==> src/rtl/traffic_pkg.sv <==
// Shared types for the traffic-light controller and the pedestrian walk controller.
package traffic_pkg;

    typedef enum logic [1:0] {
        RED    = 2'd0,
        YELLOW = 2'd1,
        GREEN  = 2'd2
    } light_t;

    typedef enum logic [1:0] {
        IDLE  = 2'd0,
        WALK  = 2'd1,
        FLASH = 2'd2
    } ped_state_t;

endpackage

==> src/rtl/ped_req_sync.sv <==
// Two-flop synchroniser for the raw pedestrian button followed by a rising-edge
// detector. rise_pulse is high for one cycle per synchronised 0->1 transition.
module ped_req_sync (
    input  logic clk,
    input  logic rst,
    input  logic async_in,
    output logic rise_pulse
);

    logic meta;
    logic sync;
    logic sync_d;

    // Metastability chain plus one delayed copy for edge detection.
    always_ff @(posedge clk or posedge rst) begin
        if (rst) begin
            meta   <= 1'b0;
            sync   <= 1'b0;
            sync_d <= 1'b0;
        end else begin
            meta   <= async_in;
            sync   <= meta;
            sync_d <= sync;
        end
    end

    assign rise_pulse = sync & ~sync_d;

endmodule

==> src/rtl/ped_walk_ctrl.sv <==
// Pedestrian WALK / flashing DON'T-WALK controller slaved to the traffic light.
// A latched button request is served at the next entry into RED; any non-RED
// colour during WALK or FLASH aborts straight back to IDLE.
// Optional feature: define PED_CHIRP_EN to add the audible 'chirp' output.
module ped_walk_ctrl
    import traffic_pkg::*;
#(
    parameter int WALK_CYCLES  = 6,
    parameter int FLASH_CYCLES = 4,
    parameter int BLINK_DIV    = 1
) (
    input  logic                              clk,
    input  logic                              rst,
    input  light_t                            color,
    input  logic                              ped_req,
    output logic                              walk,
    output logic                              dont_walk,
    output logic [$clog2(FLASH_CYCLES+1)-1:0] countdown,
    output logic                              req_pending
`ifdef PED_CHIRP_EN
    ,
    output logic                              chirp
`endif
);

    localparam int MAX_CYC = (WALK_CYCLES > FLASH_CYCLES) ? WALK_CYCLES : FLASH_CYCLES;
    localparam int CNT_W   = $clog2(MAX_CYC + 1);
    localparam int CD_W    = $clog2(FLASH_CYCLES + 1);
    localparam int BL_W    = $clog2(BLINK_DIV + 1);

    ped_state_t       state;
    ped_state_t       state_nxt;
    logic [CNT_W-1:0] cnt;
    logic [CNT_W-1:0] cnt_nxt;
    logic [BL_W-1:0]  blink_cnt;
    logic [BL_W-1:0]  blink_cnt_nxt;
    logic             blink_ph;
    logic             blink_ph_nxt;
    logic             pend_nxt;
    logic             walk_nxt;
    logic             dont_walk_nxt;
    logic [CD_W-1:0]  countdown_nxt;
    light_t           prev_color;
    logic             red_entry;
    logic             btn_rise;

    ped_req_sync u_sync (
        .clk        (clk),
        .rst        (rst),
        .async_in   (ped_req),
        .rise_pulse (btn_rise)
    );

    assign red_entry = (color == RED) && (prev_color != RED);

    // Previous colour; reset to RED so leaving reset in RED is not an entry.
    always_ff @(posedge clk or posedge rst) begin
        if (rst) prev_color <= RED;
        else     prev_color <= color;
    end

    // State, counters and registered lamp outputs.
    always_ff @(posedge clk or posedge rst) begin
        if (rst) begin
            state       <= IDLE;
            cnt         <= '0;
            blink_cnt   <= '0;
            blink_ph    <= 1'b1;
            req_pending <= 1'b0;
            walk        <= 1'b0;
            dont_walk   <= 1'b1;
            countdown   <= '0;
        end else begin
            state       <= state_nxt;
            cnt         <= cnt_nxt;
            blink_cnt   <= blink_cnt_nxt;
            blink_ph    <= blink_ph_nxt;
            req_pending <= pend_nxt;
            walk        <= walk_nxt;
            dont_walk   <= dont_walk_nxt;
            countdown   <= countdown_nxt;
        end
    end

    // Next-state, request latch and next-output decode; counters restart at
    // every state entry so they never wrap.
    always_comb begin
        state_nxt     = state;
        cnt_nxt       = '0;
        blink_cnt_nxt = '0;
        blink_ph_nxt  = 1'b1;
        pend_nxt      = req_pending;
        walk_nxt      = 1'b0;
        dont_walk_nxt = 1'b1;
        countdown_nxt = '0;

        case (state)
            IDLE: begin
                if (red_entry && req_pending) begin
                    state_nxt = WALK;
                    pend_nxt  = 1'b0;
                end else if (btn_rise) begin
                    pend_nxt  = 1'b1;
                end
            end
            WALK: begin
                if (color != RED) begin
                    state_nxt = IDLE;
                end else if (cnt == CNT_W'(WALK_CYCLES - 1)) begin
                    state_nxt = FLASH;
                end else begin
                    cnt_nxt = cnt + 1'b1;
                end
            end
            FLASH: begin
                if (color != RED) begin
                    state_nxt = IDLE;
                end else if (cnt == CNT_W'(FLASH_CYCLES - 1)) begin
                    state_nxt = IDLE;
                end else begin
                    cnt_nxt = cnt + 1'b1;
                    if (blink_cnt == BL_W'(BLINK_DIV - 1)) begin
                        blink_cnt_nxt = '0;
                        blink_ph_nxt  = ~blink_ph;
                    end else begin
                        blink_cnt_nxt = blink_cnt + 1'b1;
                        blink_ph_nxt  = blink_ph;
                    end
                end
            end
            default: state_nxt = IDLE;
        endcase

        case (state_nxt)
            WALK: begin
                walk_nxt      = 1'b1;
                dont_walk_nxt = 1'b0;
                countdown_nxt = CD_W'(FLASH_CYCLES);
            end
            FLASH: begin
                dont_walk_nxt = blink_ph_nxt;
                countdown_nxt = CD_W'(FLASH_CYCLES) - CD_W'(cnt_nxt);
            end
            default: begin
                walk_nxt      = 1'b0;
                dont_walk_nxt = 1'b1;
                countdown_nxt = '0;
            end
        endcase
    end

`ifdef PED_CHIRP_EN
    localparam int CH_W = $clog2(2 * BLINK_DIV + 1);

    logic [CH_W-1:0] chirp_cnt;

    // Chirp: fast toggle in WALK, slow toggle (2*BLINK_DIV) in FLASH, silent in IDLE.
    always_ff @(posedge clk or posedge rst) begin
        if (rst) begin
            chirp     <= 1'b0;
            chirp_cnt <= '0;
        end else begin
            case (state_nxt)
                WALK: begin
                    chirp     <= ~chirp;
                    chirp_cnt <= '0;
                end
                FLASH: begin
                    if (chirp_cnt == CH_W'(2 * BLINK_DIV - 1)) begin
                        chirp     <= ~chirp;
                        chirp_cnt <= '0;
                    end else begin
                        chirp_cnt <= chirp_cnt + 1'b1;
                    end
                end
                default: begin
                    chirp     <= 1'b0;
                    chirp_cnt <= '0;
                end
            endcase
        end
    end
`endif

endmodule

==> config.mk <==
export PLATFORM = sky130hd
export DESIGN_NAME = ped_walk_ctrl
export DESIGN_NICKNAME = d
export VERILOG_FILES = /design/src/rtl/traffic_pkg.sv /design/src/rtl/ped_req_sync.sv /design/src/rtl/ped_walk_ctrl.sv
export SDC_FILE = /design/constraint.sdc
export NUM_CORES = 1
export LEC_CHECK = 0
export BUFFER_PORTS_ARGS = -buffer_cell sky130_fd_sc_hd__buf_2
export CELL_PAD_IN_SITES_DETAIL_PLACEMENT = 1
export CELL_PAD_IN_SITES_GLOBAL_PLACEMENT = 2
export CORE_ASPECT_RATIO = 0.8
export CORE_MARGIN = 5
export CORE_UTILIZATION = 41
export CTS_BUF_LIST = sky130_fd_sc_hd__clkbuf_8
export DETAILED_ROUTE_END_ITERATION = 8
export GPL_TIMING_DRIVEN = 1
export PLACE_DENSITY = 0.88
export SYNTH_ARGS = -nofsm -noshare
export SYNTH_HDL_FRONTEND = slang
export SYNTH_SLANG_ARGS = --single-unit
==> constraint.sdc <==
create_clock -name clk -period 4.9 [get_ports clk]
set_clock_uncertainty 0.2 [all_clocks]
set_input_delay 0.98 -clock clk [delete_from_list [all_inputs] [get_ports clk]]
set_output_delay 0.98 -clock clk [all_outputs]
set_load 0.02 [all_outputs]
==> flow_summary_export.csv, run 1 <==
group,metric,value,unit
global_route,grt_pass1_wl,2950,µm
die,die_h,50.6,µm
critical_path,critPathMaxFanout,5,
die,die-area,3080,µm²
logic_synthesis,synth_top_flop_cell,"dfrtp_1",
clocking,clockBufferDepth,2,
logic_synthesis,ys_seq_elements,17,
power,peakVddDrop,0.000213,V
routing,drcViolationCount,0,
logic_synthesis,synth.avg_cell_area,11.3,µm²
timing,hold_viol_final,0,
routing,dr.pass1.iters,4,
global_route,grtUsageTotal,12.8,%
logic_synthesis,syn_area,846,µm²
run,maxCapViolCount,0,
worst_hold_path,hold_path.class,"flip-flop to flip-flop",
routing,drt_wl_total,1650,µm
logic_synthesis,syn_nets,91,
timing,fin_crit_sh,58.5,%
final_layout,post-route-util,50.1,%
timing,setup_viol,0,
place,place_hpwl,1270,µm
place,portBuffers,10,
timing,worstMarginPinSlew,0.605,ns
routing,ant_nets,0,
place,post-place-ws,1.81,ns
clocking,clk_latency,0.25,ns
clocking,cts-htree-levels,1,
clocking,cts.sinks,17,
timing,slew_headroom,59.6,%
timing,hold_ws,0.155,ns
power,p_leak,0.000445,µW
logic_synthesis,synth-edff-count,0,
die,die_w,60.8,µm
final_layout,diodes,0,
logic_synthesis,async_reset_ff_share,100,%
routing,drt_iter0_markers,3,
timing,rsz0062_at_grt,"no",
place,gp_congestion,0.713,
clocking,cts_resized,0,
critical_path,end_kind,"flip-flop",
timing,fmax,349,MHz
run_status,outcome,"finished clean",
die,ios,11,
clocking,cts_buffers,3,
logic_synthesis,synth_warnings,0,
critical_path,critical_path.startpoint_type,"flip-flop",
critical_path,critical_path_class,"flip-flop to flip-flop",
routing,vias_per_cell,5.31,
global_route,grt_overflow,0,
final_layout,fin_nets,105,
global_route,grt_max_degree,18,
timing,min_period,2.87,ns
clocking,cts_tree,"yes",
logic_synthesis,synth_seq_area_share,50.6,%
critical_path,cp.required,4.87,ns
logic_synthesis,synth_cell_types,31,
critical_path,cp.arrival,2.84,ns
routing,num_vias,595,
power,power,397,µW
clocking,path_clk_slew,0.06,ns
final_layout,drive_gt1_share,19.3,%
final_layout,nFillCells,226,
final_layout,seq_area,428,µm²
routing,avgRoutedWirePerCell,14.8,µm
clocking,cts_root_buffer,"clkbuf_8",
timing,tns,0,ns
timing,slew_violations,0,
final_layout,syn_to_final_growth,14.2,%
die,initial_core_util,43.9,%
global_route,grt_pass1_vias,629,
global_route,antenna_found_initial,0,
clocking,postCtsSetupRepairBufs,0,
die,core_area,1930,µm²
timing,fin_ws,2.03,ns
clocking,cts_hold_buf,0,
power,p_per_area,411,nW/µm²
logic_synthesis,synthCells,75,
die,rows,14,
final_layout,multiInputGateArea,379,µm²
-- critical path: stages, from the launching register on --
cell      delay, ns
dfrtp_1        0.43
ha_1           0.25
ha_1           0.19
nor2b_1        0.23
o21ai_0        0.15
a211oi_1       0.39
ha_1           0.33
nand2b_1       0.16
or3_1          0.30
o211ai_1       0.15
-- state kept, by name (all words and copies together), names as in the netlist --
| register | flops |
|---|---|
| state | 2 |
| dont_walk | 1 |
| u_sync.sync | 1 |
| u_sync.meta | 1 |
| prev_color | 2 |
| walk | 1 |
| blink_ph | 1 |
| req_pending | 1 |
| cnt | 3 |
| u_sync.sync_d | 1 |
| countdown | 3 |
-- final cells by class --
type	count	area share (%)
multi-input combinational	48	39.2
sequential	17	44.3
clock inverter	1	0.389
timing repair buffer	10	5.18
tap	24	3.11
inverter	9	3.50
clock buffer	3	4.27
-- synth_stat cells, drive strengths merged (2+ instances only) --
cell type | instances | area share, %
dfrtp | 15 | 44
nor2b | 4 | 3.0
ha | 11 | 16
nor2 | 3 | 1.3
inv | 9 | 4.0
nor3 | 2 | 1.2
dfstp | 2 | 6.2
o21ai | 4 | 2.4
or3 | 4 | 3.0
-- layer usage --
layer	GRT usage, %	part of all wire [%]	up-vias
li1	-	-	289
met1	17.9	49	288
met2	18.3	43	13
met3	3.08	5.4	5
met4	6.50	2.4	0
met5	0	0	-
-- final timing paths --
path | cells after the start | slack, ns | to | start
worst max-delay path | 9 | 2.03 | countdown[2] | cnt[0]
worst min-delay path | 0 | 0.15 | u_sync.sync | u_sync.meta
worst max register to register | 9 | 2.03 | countdown[2] | cnt[0]
worst min register to register | 0 | 0.15 | u_sync.sync | u_sync.meta
max in group asynchronous | 2 | 3.52 | state[1] | rst
min in group asynchronous | 2 | 0.59 | countdown[1] | rst
-- stage by stage --
stage               instance area [µm²]  instances
floorplan                           846         75
global placement                    921        108
detailed placement                  921        108
CTS                                 966        112
global route                        966        112
finish                              966        112
-- report_power, final --
part | total, µW | switching [µW] | internal (µW)
clock network | 100 | 44.7 | 55.6
logic | 125 | 76.9 | 48.0
registers | 172 | 9.48 | 162
-- cells by family (layout without fill, tap and decap cells) --
logic type,count (synthesis),count (layout),synth area share [%]
DFF,17,17,50.6
buffers and inverters,10,23,4.58
and+or+nand+nor,20,20,13.5
muxes,1,1,1.33
adders and majority gates,11,11,16.3
AOI/OAI and AO/OA,16,16,13.8
-- cell usage in the layout (no fill, tap or decap), drive strengths merged, types with 2 or more instances in the layout --
master,n
nor2b,4
o21ai,4
buf,10
nor2,3
dfstp,2
dfrtp,15
inv,10
nor3,2
clkbuf,3
or3,4
ha,11
Power figures use the tool's default switching activity.
==> inputs of run 2 (changes only) <==
Settings changed: CORE_UTILIZATION 41 to 38, PLACE_DENSITY 0.88 to 0.82.
Clock period 4.9 ns to 2.7 ns, I/O delays scaled along.
==> run 2 against run 1 <==
Against the previous run: sequential power up 80%; core utilization down 2.1 points; die area up 6.4%; routed wire length up 4.3%; hold slack better by 0.0011 ns; combinational power up 94%; register-to-register slack worse by 1.9 ns; non-clock buffer count up 5; via count up 0.50%; global-route usage down 1.2 points; clock power up 83%; power up 85%; highest routed layer unchanged.
==> flow_summary_export.csv, run 2 (same netlist as run 1, synthesis figures left out) <==
group,metric,value,unit
run_status,outcome,"finished clean",
routing,avgRoutedWirePerCell,14.6,µm
global_route,grt_overflow,0,
die,rows,15,
final_layout,drive_gt1_share,28.0,%
clocking,cts_buffers,3,
place,place_hpwl,1330,µm
timing,fmax,393,MHz
clocking,cts-htree-levels,1,
final_layout,diodes,0,
final_layout,post-route-util,48.0,%
die,die_w,62.7,µm
clocking,cts.sinks,17,
clocking,clockBufferDepth,2,
critical_path,crit_path_start,"state[1]",
run,maxCapViolCount,0,
routing,drt_wl_total,1720,µm
critical_path,critPathMaxFanout,5,
critical_path,reg2reg_from,"state[1]",
critical_path,cp.arrival,2.51,ns
clocking,clk_latency,0.25,ns
timing,worstMarginPinSlew,0.615,ns
place,portBuffers,10,
power,p_per_area,715,nW/µm²
timing,setup_viol,0,
critical_path,reg2reg_depth,7,
final_layout,final_cells,118,
clocking,path_clk_slew,0.06,ns
global_route,grtUsageTotal,11.7,%
routing,ant_nets,0,
die,core_area,2140,µm²
global_route,grt_pass1_wl,2970,µm
final_layout,syn_to_final_growth,21.5,%
clocking,cts_tree,"yes",
final_layout,nFillCells,242,
final_layout,final_common_cell,"dfrtp_1",
power,peakVddDrop,0.000421,V
global_route,grt_max_degree,18,
timing,hold_viol_final,0,
die,die-area,3280,µm²
global_route,antenna_found_initial,0,
final_layout,layout_common_cells,"dfrtp_1 (15), ha_1 (11), inv_1 (10), buf_2 (10), buf_4 (5)",
critical_path,r2r_end,"countdown[2]",
critical_path,critical_path.startpoint_type,"flip-flop",
die,die_h,52.2,µm
final_layout,fin_nets,110,
power,power,734,µW
place,dp_cells,112,
final_layout,seq_area,428,µm²
timing,slew_violations,0,
routing,dr.pass1.iters,2,
routing,drcViolationCount,0,
routing,drt_iter0_markers,1,
die,initial_core_util,39.5,%
timing,fin_crit_sh,94.3,%
final_layout,reg_top3,"cnt (3), countdown (3)",
place,post-place-ws,-0.0483,ns
clocking,cts_root_buffer,"clkbuf_8",
final_layout,multiInputGateArea,402,µm²
critical_path,cp.required,2.67,ns
critical_path,r2r_slack,0.15,ns
place,gp_congestion,0.731,
critical_path,end_kind,"flip-flop",
clocking,cts_hold_buf,0,
routing,vias_per_cell,5.07,
critical_path,critical_path_class,"flip-flop to flip-flop",
die,ios,11,
routing,num_vias,598,
global_route,grt_pass1_vias,640,
timing,fin_ws,0.155,ns
timing,slew_headroom,58.9,%
power,p_leak,0.000482,µW
timing,min_period,2.55,ns
worst_hold_path,hold_path.class,"input port to async pin",
-- run 2: cell count changes in the layout (fill, tap and decap cells not counted), sizes merged --
cell,change
buf,+5
-- run 2: worst max-delay path by stage --
stage / cells past startpoint / slack (ns) / to
4_1_cts: 9 / 0.008 / countdown[2]
6_report: 7 / 0.15 / countdown[2]
3_5_place_dp: 9 / -0.05 / countdown[2]
3_3_place_gp: 9 / -0.02 / countdown[2]
2_1_floorplan: 9 / 0.21 / countdown[2]
5_1_grt: 9 / -0.01 / countdown[2]
-- run 2: worst max-delay path: stages, from the launching register on --
cell and delay (ns):
dfrtp_1 0.41, inv_1 0.10, ha_1 0.28, or3b_4 0.41, or3_1 0.32, ha_1 0.23, or3_1 0.37, o211ai_1 0.16
-- run 2: repair_timing --
item	4_1_cts	5_1_grt
pin swaps	0	1
gates resized for setup	2	5
buffers inserted	0	2
setup endpoints to repair	1	1
-- run 2: per-stage QoR --
step	instance area, µm²	hold slack, ns	TNS (ns)
after floorplan	846	0.131	0
after global placement	945	0.136	-0.0198
after detailed placement	945	0.143	-0.0483
after CTS	997	0.158	0
after global routing	1030	0.177	-0.0135
final	1030	0.156	0
-- run 2: layer usage --
metal  GRT usage (%)  wire length, µm  vias to the layer above
met3            1.50               37                        4
met1            16.7              902                      290
li1                -                -                      296
met2            18.1              767                        8
met5               0                0                        -
met4            4.24               16                        0
-- run 2: cell type report --
type | instances | share of cell area [%]
Clock buffer | 3 | 4.02
Clock inverter | 1 | 0.365
Inverter | 9 | 3.29
Multi-Input combinational cell | 48 | 39.1
Sequential cell | 17 | 41.7
Tap cell | 25 | 3.05
Timing Repair Buffer | 15 | 8.53
-- run 2: power by group --
part	internal [µW]	total (µW)	switching (µW)
registers	294	309	15.1
logic	98.3	242	144
clock network	101	183	82.1
==> inputs of run 3 (changes only) <==
Settings changed: PLACE_DENSITY 0.82 to default, PLACE_DENSITY_LB_ADDON from default to 0.1, SYNTH_HIERARCHICAL from default to 1.
==> run 3 against run 2 <==
Against the previous run: power rose by 6.9%; largest power group unchanged; hold slack worse by 0.0037 ns; worst setup slack got worse by 0.0085 ns; critical path type unchanged; sequential share of layout area fell by 2.1 points.
==> flow_summary_export.csv, run 3 <==
group,metric,value,unit
logic_synthesis,syn_area,858,µm²
clocking,cts_tree,"yes",
logic_synthesis,synthTopCellsByCount,"dfrtp_1 (15), ha_1 (11), inv_1 (9)",
critical_path,cp.arrival,2.53,ns
global_route,grt_most_used_layer,"met2",
global_route,grtUsageTotal,13.2,%
logic_synthesis,synth_simple_gate_area_share,14.9,%
timing,slew_violations,0,
timing,setup_viol,0,
place,gp_congestion,0.759,
die,initial_core_util,39.8,%
final_layout,syn_to_final_growth,26.1,%
logic_synthesis,synth-xor-area-share,0,%
critical_path,critPathMaxFanout,6,
critical_path,critical_path_class,"flip-flop to flip-flop",
global_route,use_met1,16.6,%
power,p_per_area,725,nW/µm²
routing,avgRoutedWirePerCell,15.8,µm
place,place_hpwl,1430,µm
global_route,grt_use_met3,3.86,%
routing,drt_iter0_markers,27,
timing,fmax,392,MHz
logic_synthesis,synth-edff-count,0,
final_layout,diodes,0,
global_route,grt_pass1_vias,672,
worst_hold_path,hold_depth,0,
critical_path,critical_path.startpoint_type,"flip-flop",
logic_synthesis,synth_warnings,6,
routing,dr.pass1.iters,4,
clocking,cts.sinks,17,
clocking,cts_buffers,3,
global_route,grt_overflow,0,
die,die_h,52.5,µm
routing,drt_wl_total,1940,µm
die,die-area,3320,µm²
place,post-place-ws,-0.0833,ns
critical_path,cp.required,2.68,ns
timing,tns,0,ns
clocking,cts-htree-levels,1,
routing,vias_per_cell,5.09,
die,rows,15,
clocking,cts_root_buffer,"clkbuf_8",
run,maxCapViolCount,0,
die,ios,11,
timing,rsz0062_at_grt,"no",
run_status,outcome,"finished clean",
die,core_area,2160,µm²
logic_synthesis,synth_seq_area_share,49.9,%
place,dpl_cell_area,972,µm²
global_route,antenna_found_initial,0,
routing,drcViolationCount,0,
place,portBuffers,10,
final_layout,fin_area,1080,µm²
timing,fin_ws,0.146,ns
critical_path,reg2reg_depth,8,
clocking,clockBufferDepth,2,
logic_synthesis,synth.avg_cell_area,11.3,µm²
timing,hold_viol_final,0,
worst_hold_path,hold_path.class,"flip-flop to flip-flop",
logic_synthesis,yosys.area.top_type,"dfrtp_1",
final_layout,layout_common_cells,"dfrtp_1 (15), ha_1 (11), buf_2 (10)",
timing,min_period,2.55,ns
logic_synthesis,synth_top_flop_cell,"dfrtp_1",
critical_path,end_kind,"flip-flop",
global_route,grt_pass1_wl,3240,µm
logic_synthesis,ys_top_cells_by_area,"dfrtp_1 (44%), ha_1 (16%), dfstp_2 (6.1%), inv_1 (3.9%), nor2b_1 (2.9%)",
power,peakVddDrop,0.000635,V
routing,num_vias,626,
timing,slew_headroom,62.1,%
logic_synthesis,synth_top_family_by_area,"adder cells",
logic_synthesis,synthCells,76,
power,p_leak,0.000504,µW
timing,worstMarginPinSlew,0.567,ns
logic_synthesis,synth.most_common_cell,"dfrtp_1",
clocking,path_clk_slew,0.07,ns
final_layout,fin_nets,115,
final_layout,drive_gt1_share,32.7,%
clocking,clk_latency,0.25,ns
logic_synthesis,synth_cell_types,31,
timing,hold_ws,0.152,ns
logic_synthesis,syn_nets,92,
global_route,grt_use_met2,21.7,%
timing,fin_crit_sh,94.6,%
logic_synthesis,synth_compound_area_share,13.4,%
final_layout,reg_top3,"cnt (3), countdown (3)",
final_layout,post-route-util,50.1,%
logic_synthesis,yosys.area_share.adder,16.0,%
final_layout,final_common_cell,"dfrtp_1",
logic_synthesis,async_reset_ff_share,100,%
die,die_w,63.1,µm
logic_synthesis,yosysTopAreaCellShare,43.7,%
final_layout,nFillCells,252,
logic_synthesis,synthMuxAreaShare,1.31,%
logic_synthesis,ys_seq_elements,17,
global_route,grt_max_degree,15,
routing,ant_nets,0,
==> run 3: cell types whose count changed after synthesis, sizes merged <==
cell | previous run | this run
a21oi | 1 | 2
a31oi | 1 | 0
nor2b | 4 | 5
==> run 3: stage by stage <==
step | power (µW) | instances
final | 785 | 123
after CTS | 768 | 120
after global routing | 837 | 123
after floorplan | 476 | 76
after detailed placement | 560 | 115
after global placement | 554 | 115
==> run 3: path summary, 6_finish.rpt <==
| path | from | end | slack (ns) |
|---|---|---|---|
| min in group asynchronous | rst | u_sync/meta | 0.49 |
| worst min-delay path | u_sync/meta | u_sync/sync | 0.15 |
| worst min register to register | u_sync/meta | u_sync/sync | 0.15 |
| worst max register to register | cnt[0] | countdown[2] | 0.15 |
| worst max-delay path | cnt[0] | countdown[2] | 0.15 |
| max in group asynchronous | rst | blink_ph | 1.23 |
==> run 3: cell families (layout without fill, tap and decap cells) <==
group	count (synthesis)	count (layout)
AO/OA/AOI/OAI	16	16
adder cells (fa/ha/maj)	11	11
multiplexers	1	1
flip-flops	17	17
buffers and inverters	10	32
AND/OR/NAND/NOR	21	21
==> run 3: layout make-up <==
cell class              count  area (µm²)  area share [%]
flip-flops and latches     17         428            39.5
well taps                  25        31.3            2.89
clock buffers               3        41.3            3.82
inverters                   9        33.8            3.12
multi-input cells          49         420            38.8
repair buffers             19         120            11.1
clock inverters             1        7.51           0.694
==> run 3: critical path: stages, from the launching register on <==
cell      delay [ns]
dfrtp_1         0.38
buf_4           0.15
ha_1            0.22
a21bo_2         0.25
nor2b_4         0.15
or3_1           0.36
ha_1            0.23
or3_1           0.37
o211ai_1        0.16
==> run 3: power by group <==
part	internal (µW)	switching (µW)
sequential	294	15.6
combinational	121	160
clock	104	90.7
==> run 3: repair_timing <==
action / in CTS / in global routing
pin swaps: 0 / 2
setup buffers: 0 / 3
endpoints found under the hold margin: 3 / 0
endpoints found under the setup margin: 1 / 1
gates resized for setup: 2 / 6
hold buffers: 1 / 0
==> run 3: per-layer routing <==
metal | share of wire (%) | wire, µm
met1 | 47 | 913
met2 | 49 | 953
met3 | 3.0 | 59
met4 | 0.87 | 17
met5 | 0 | 0
